[config.mk]
export PLATFORM = sky130hd
export DESIGN_NAME = telemetry_framer
export DESIGN_NICKNAME = d
export VERILOG_FILES = /design/src/rtl/telemetry_framer.sv
export SDC_FILE = /design/constraint.sdc
export NUM_CORES = 1
export LEC_CHECK = 0
export ABC_AREA = 1
export BUFFER_PORTS_ARGS = -buffer_cell sky130_fd_sc_hd__buf_2
export CAP_MARGIN = 40
export CORE_MARGIN = 4
export CORE_UTILIZATION = 61
export DETAILED_ROUTE_END_ITERATION = 8
export PLACE_DENSITY_LB_ADDON = 0.12
export SLEW_MARGIN = 20
export SYNTH_ARGS = -nofsm -noshare
export SYNTH_HDL_FRONTEND = slang
export SYNTH_SLANG_ARGS = --single-unit
[constraint.sdc]
create_clock -name clk -period 4.49 [get_ports clk]
set_input_delay 0 -clock clk [delete_from_list [all_inputs] [get_ports clk]]
set_output_delay 0 -clock clk [all_outputs]
set_load 0.02 [all_outputs]
[src/rtl/telemetry_framer.sv]
// Periodic N-channel telemetry framer: snapshots ch_data on each period tick and
// streams SYNC, {seq,NUM_CH}, hi/lo bytes per channel, checksum over valid/ready.

module telemetry_framer_lane #(
  parameter int CH_WIDTH = 12
) (
  input  logic                clk,
  input  logic                rst_n,
  input  logic                load,
  input  logic [CH_WIDTH-1:0] din,
  output logic [15:0]         word
);
  logic [CH_WIDTH-1:0] snap;

  always_ff @(posedge clk or negedge rst_n) begin
    if (!rst_n)    snap <= '0;
    else if (load) snap <= din;
  end

  always_comb begin
    word = '0;
    word[CH_WIDTH-1:0] = snap;
  end
endmodule

module telemetry_framer #(
  parameter int          NUM_CH    = 4,
  parameter int          CH_WIDTH  = 12,
  parameter int          PERIOD    = 500000,
  parameter logic [7:0]  SYNC_BYTE = 8'hA5
) (
  input  logic                         clk,
  input  logic                         rst_n,
  input  logic                         enable,
  input  logic [NUM_CH*CH_WIDTH-1:0]   ch_data,
  input  logic                         tx_ready,
  output logic                         tx_valid,
  output logic [7:0]                   tx_byte,
  output logic                         busy,
  output logic [3:0]                   seq,
  output logic [7:0]                   overrun_cnt
);
  localparam int         TW      = $clog2(PERIOD);
  localparam logic [3:0] NUM_CH4 = 4'(NUM_CH);
  localparam logic [3:0] LAST_CH = 4'(NUM_CH - 1);

  typedef enum logic [2:0] {IDLE, SYNC, HDR, DATA_HI, DATA_LO, CSUM} state_t;

  state_t                   state;
  logic [TW-1:0]            timer;
  logic                     tick;
  logic                     load;
  logic                     xfer;
  logic [3:0]               ch_idx;
  logic [7:0]               sum;
  logic [7:0]               hdr;
  logic [NUM_CH-1:0][15:0]  snap;
  logic [7:0]               cur_lo;
  logic [7:0]               nxt_hi;

  assign tick = enable && (timer == TW'(PERIOD - 1));
  assign load = tick && (state == IDLE);
  assign xfer = tx_valid && tx_ready;
  assign hdr  = {seq, NUM_CH4};

  always_ff @(posedge clk or negedge rst_n) begin
    if (!rst_n)                timer <= '0;
    else if (!enable || tick)  timer <= '0;
    else                       timer <= timer + TW'(1);
  end

  for (genvar i = 0; i < NUM_CH; i++) begin : g_lane
    telemetry_framer_lane #(.CH_WIDTH(CH_WIDTH)) u_lane (
      .clk   (clk),
      .rst_n (rst_n),
      .load  (load),
      .din   (ch_data[i*CH_WIDTH +: CH_WIDTH]),
      .word  (snap[i])
    );
  end

  // Low byte of the channel being sent and high byte of the one after it.
  always_comb begin
    cur_lo = '0;
    nxt_hi = '0;
    for (int i = 0; i < NUM_CH; i++) begin
      if (ch_idx == 4'(i))         cur_lo = snap[i][7:0];
      if (ch_idx + 4'd1 == 4'(i))  nxt_hi = snap[i][15:8];
    end
  end

  // tx_byte is loaded one step ahead: each transfer presents the next frame byte,
  // and sum tracks every byte presented after SYNC so the checksum is its negation.
  always_ff @(posedge clk or negedge rst_n) begin
    if (!rst_n) begin
      state       <= IDLE;
      tx_valid    <= 1'b0;
      tx_byte     <= '0;
      busy        <= 1'b0;
      seq         <= '0;
      overrun_cnt <= '0;
      ch_idx      <= '0;
      sum         <= '0;
    end else begin
      if (tick && state != IDLE && overrun_cnt != 8'hFF)
        overrun_cnt <= overrun_cnt + 8'd1;
      case (state)
        IDLE: if (tick) begin
          state    <= SYNC;
          tx_valid <= 1'b1;
          tx_byte  <= SYNC_BYTE;
          busy     <= 1'b1;
          sum      <= '0;
          ch_idx   <= '0;
        end
        SYNC: if (xfer) begin
          state   <= HDR;
          tx_byte <= hdr;
          sum     <= sum + hdr;
        end
        HDR: if (xfer) begin
          state   <= DATA_HI;
          tx_byte <= snap[0][15:8];
          sum     <= sum + snap[0][15:8];
        end
        DATA_HI: if (xfer) begin
          state   <= DATA_LO;
          tx_byte <= cur_lo;
          sum     <= sum + cur_lo;
        end
        DATA_LO: if (xfer) begin
          if (ch_idx == LAST_CH) begin
            state   <= CSUM;
            tx_byte <= 8'd0 - sum;
          end else begin
            state   <= DATA_HI;
            ch_idx  <= ch_idx + 4'd1;
            tx_byte <= nxt_hi;
            sum     <= sum + nxt_hi;
          end
        end
        CSUM: if (xfer) begin
          state    <= IDLE;
          tx_valid <= 1'b0;
          tx_byte  <= '0;
          busy     <= 1'b0;
          seq      <= seq + 4'd1;
        end
        default: state <= IDLE;
      endcase
    end
  end
endmodule

==> reports/results.txt <==
Post-route DRC: 0
syn_nets: 780
nets: 906
antenna violations before repair: 0
Worst path slowest cell: dfrtp_1
status: completed
routability cong.: 0.932
drt first pass iters: 6
proportion of power drawn by the clock network: 37.3%
post-synth top area cell: dfrtp_1
CTS sink cnt: 103
core area: 9770 um2
maximum vdd drop: 0.000176 V
Setup violations, final: 0
Static Leak: 3.94 nW
TNS Setup: 0 ps
most frequent cells in the layout: nand2_1, dfrtp_1, inv_1
share of cells above drive strength 1: 20.8%
overall die width: 108 um
Total Wirelength: 15000 um
pwr/cell area: 222 nW/um2
worst setup path category: register to register
Overflow after GRT: 0
final setup margin: 1270 ps
FP Rows: 36
cts hold-fix bufs: 50
CP Capture Type: register
commonest non-fill, non-tap cell in the layout: nand2_1
vias in the first global route: 5333
max_cap viols: 0
CP cell instances: inv_1 -> ha_1 -> inv_1 -> nor3_2 -> nand2_1 -> nand3_1 -> o21ai_0 -> nand2_1 -> a21oi_1 -> a21oi_1 -> ha_1 -> nand3_1 -> nand3_1 -> a21oi_1 -> inv_1 -> nand3_1 -> nand3_1 -> nand2_1 -> nand2_1 -> nand2_1
register area: 2580 um2
area grow syn2layout: 19.8%
CP required: 4800 ps
cell at the root of the clock tree: clkbuf_8
Final period util: 71.7%
Multi-input gate area: 3110 um2
power share of the sequential group: 57.2%
Mapped Cells: 705
Fill cells: 729
slew margin rel.: 52.5%
clock slew at reported path FFs: 100 ps
CTS H-tree depth: 3
FF-to-FF Start: ch_idx[1]$_DFFE_PN0P_
post-CTS setup buffers: 0
Worst Path Max Fanout: 8
average cell area after synthesis: 8.67 um2
combinational power share: 5.5%
number of diodes: 0
GRT Overall Usage: 27.5%
RSZ-0062 raised after global routing: false
Post-CTS Resized: 0
wire per inst: 15.5 um
mapped cell area: 6110 um2
Synthesis Warnings: 0
hpwl dp: 10500 um
Pins Over Slew Limit: 0
pin count of the biggest net entering global routing: 59
Via Count: 5295
Port Buffers: 73
Switching Share: 22.0%
DR iter-0 viols: 345
die height: 108 um
Skew-Pair Late Insertion Delay: 370 ps
Num CTS Buffers: 9
CTS tree: done
clk buf depth: 2
HP Class: input pin to async pin
CP bufs+invs: 3
post-synth top area share: 42.2%
Netlist cell types: 46
sequential share of the synthesized area: 42.2%
switching pwr: 0.358 mW
internal power: 1.27 mW
Final Total Pwr: 1.63 mW
Ports: 74
vias per std cell: 5.47
max incr delay on CP: 460 ps
Crit path max-delay family: simple AND/OR/NAND/NOR gates
synth top area cells: dfrtp_1, mux2_4, nand2_1
post-synthesis register bit count: 103
CP Launch Point: ch_idx[1]$_DFFE_PN0P_
Final Hold Fails: 0
starting density of the core: 62.5%
Least-Margin Pin Slew: 710 ps
min Tclk post-route: 3220 ps
Place WS: 1400 ps
CP Depth: 20
Detail Route Antenna Nets: 0
FMAX: 310 MHz
die area: 11700 um2
Worst Skew: 10.1 ps
Worst R2R Setup Slack: 1270 ps
critical path launch point type: register
Arr. time, crit path: 3530 ps
first-pass GRT wire length: 25500 um
Worst Reg-to-Reg Cells: 20
-- layer usage --
metal | share of wire, % | up-vias | GRT usage [%]
met5 | 0 | - | 0
met4 | 2.0 | 0 | 8.75
met3 | 5.3 | 30 | 4.60
met2 | 48 | 159 | 45.7
met1 | 45 | 2527 | 36.9
li1 | - | 2579 | -
-- logic make-up after synthesis --
logic type | count (synthesis) | synth area share (%)
simple gates | 307 | 23.4
fa+ha+maj | 23 | 4.83
compound gates | 110 | 9.62
xor+xnor | 16 | 2.42
flops | 103 | 42.2
mux | 44 | 10.5
buf+inv | 102 | 7.02
-- Yosys cell counts, drive strengths merged --
| master | instances |
|---|---|
| xor2 | 9 |
| or2 | 6 |
| nor2 | 60 |
| a21oi | 34 |
| o21ai | 60 |
| a31oi | 1 |
| dfrtp | 103 |
| o21a | 1 |
| nand4 | 13 |
| a21o | 1 |
| mux2 | 44 |
| o22ai | 4 |
| buf | 10 |
| nor4 | 1 |
| and3 | 1 |
| a22o | 1 |
| nor3b | 2 |
| a41oi | 1 |
| a32oi | 1 |
| a21boi | 4 |
| fa | 1 |
| xnor2 | 7 |
| clkinv | 2 |
| clkbuf | 1 |
| nand3 | 64 |
| nand3b | 1 |
| nand2 | 153 |
| ha | 22 |
| inv | 89 |
| a22oi | 2 |
| nor3 | 6 |
-- path summary, 6_finish.rpt --
check | end
min in group clk | busy$_DFFE_PN0P_
max in group asynchronous | g_lane[3].u_lane.snap[5]$_DFFE_PN0P_
worst min register to register | tx_byte[6]$_DFFE_PN0P_
worst max register to register | sum[7]$_DFFE_PN0P_
worst max-delay path | sum[7]$_DFFE_PN0P_
worst min-delay path | timer[17]$_DFF_PN0_
-- cell type report --
| type | instances | area share [%] |
|---|---|---|
| Clock buffer | 13 | 2.17 |
| Clock inverter | 2 | 0.530 |
| Inverter | 91 | 4.67 |
| Multi-Input combinational cell | 500 | 42.4 |
| Sequential cell | 103 | 35.2 |
| Tap cell | 133 | 2.27 |
| Timing Repair Buffer | 126 | 12.7 |
-- registers in the layout, summed over array words and instances (netlist names) --
name / flops
g_lane.u_lane.snap: 48
timer: 19
overrun_cnt: 8
sum: 8
tx_byte: 8
ch_idx: 4
seq: 4
state: 3
busy: 1
-- metrics by stage --
stage	std cells	hold WS (ps)	util [%]	cell area [um2]
final	968	22.4	74.9	7320
after global placement	901	170	67.2	6570
after global routing	968	23.9	74.9	7320
after floorplan	705	-296	-	6110
after CTS	967	19.9	74.6	7290
after detailed placement	902	-121	67.5	6590
-- power by group through the flow --
stage / clock (mW) / sequential, mW / combinational [mW]
after floorplan: 0 / 0.949 / 0.00787
after global placement: 0 / 0.949 / 0.0498
after detailed placement: 0 / 0.949 / 0.0550
after CTS: 0.611 / 0.930 / 0.0878
after global routing: 0.655 / 0.931 / 0.0991
final: 0.606 / 0.931 / 0.0895
-- worst register-to-register path: cells and delay by family, from the launching register on --
kind | cells | cell delay [ps]
compound gates | 4 | 670
simple gates | 11 | 1170
buf+inv | 3 | 370
flops | 1 | 460
fa+ha+maj | 2 | 500
(Power assumes the default switching activity.)
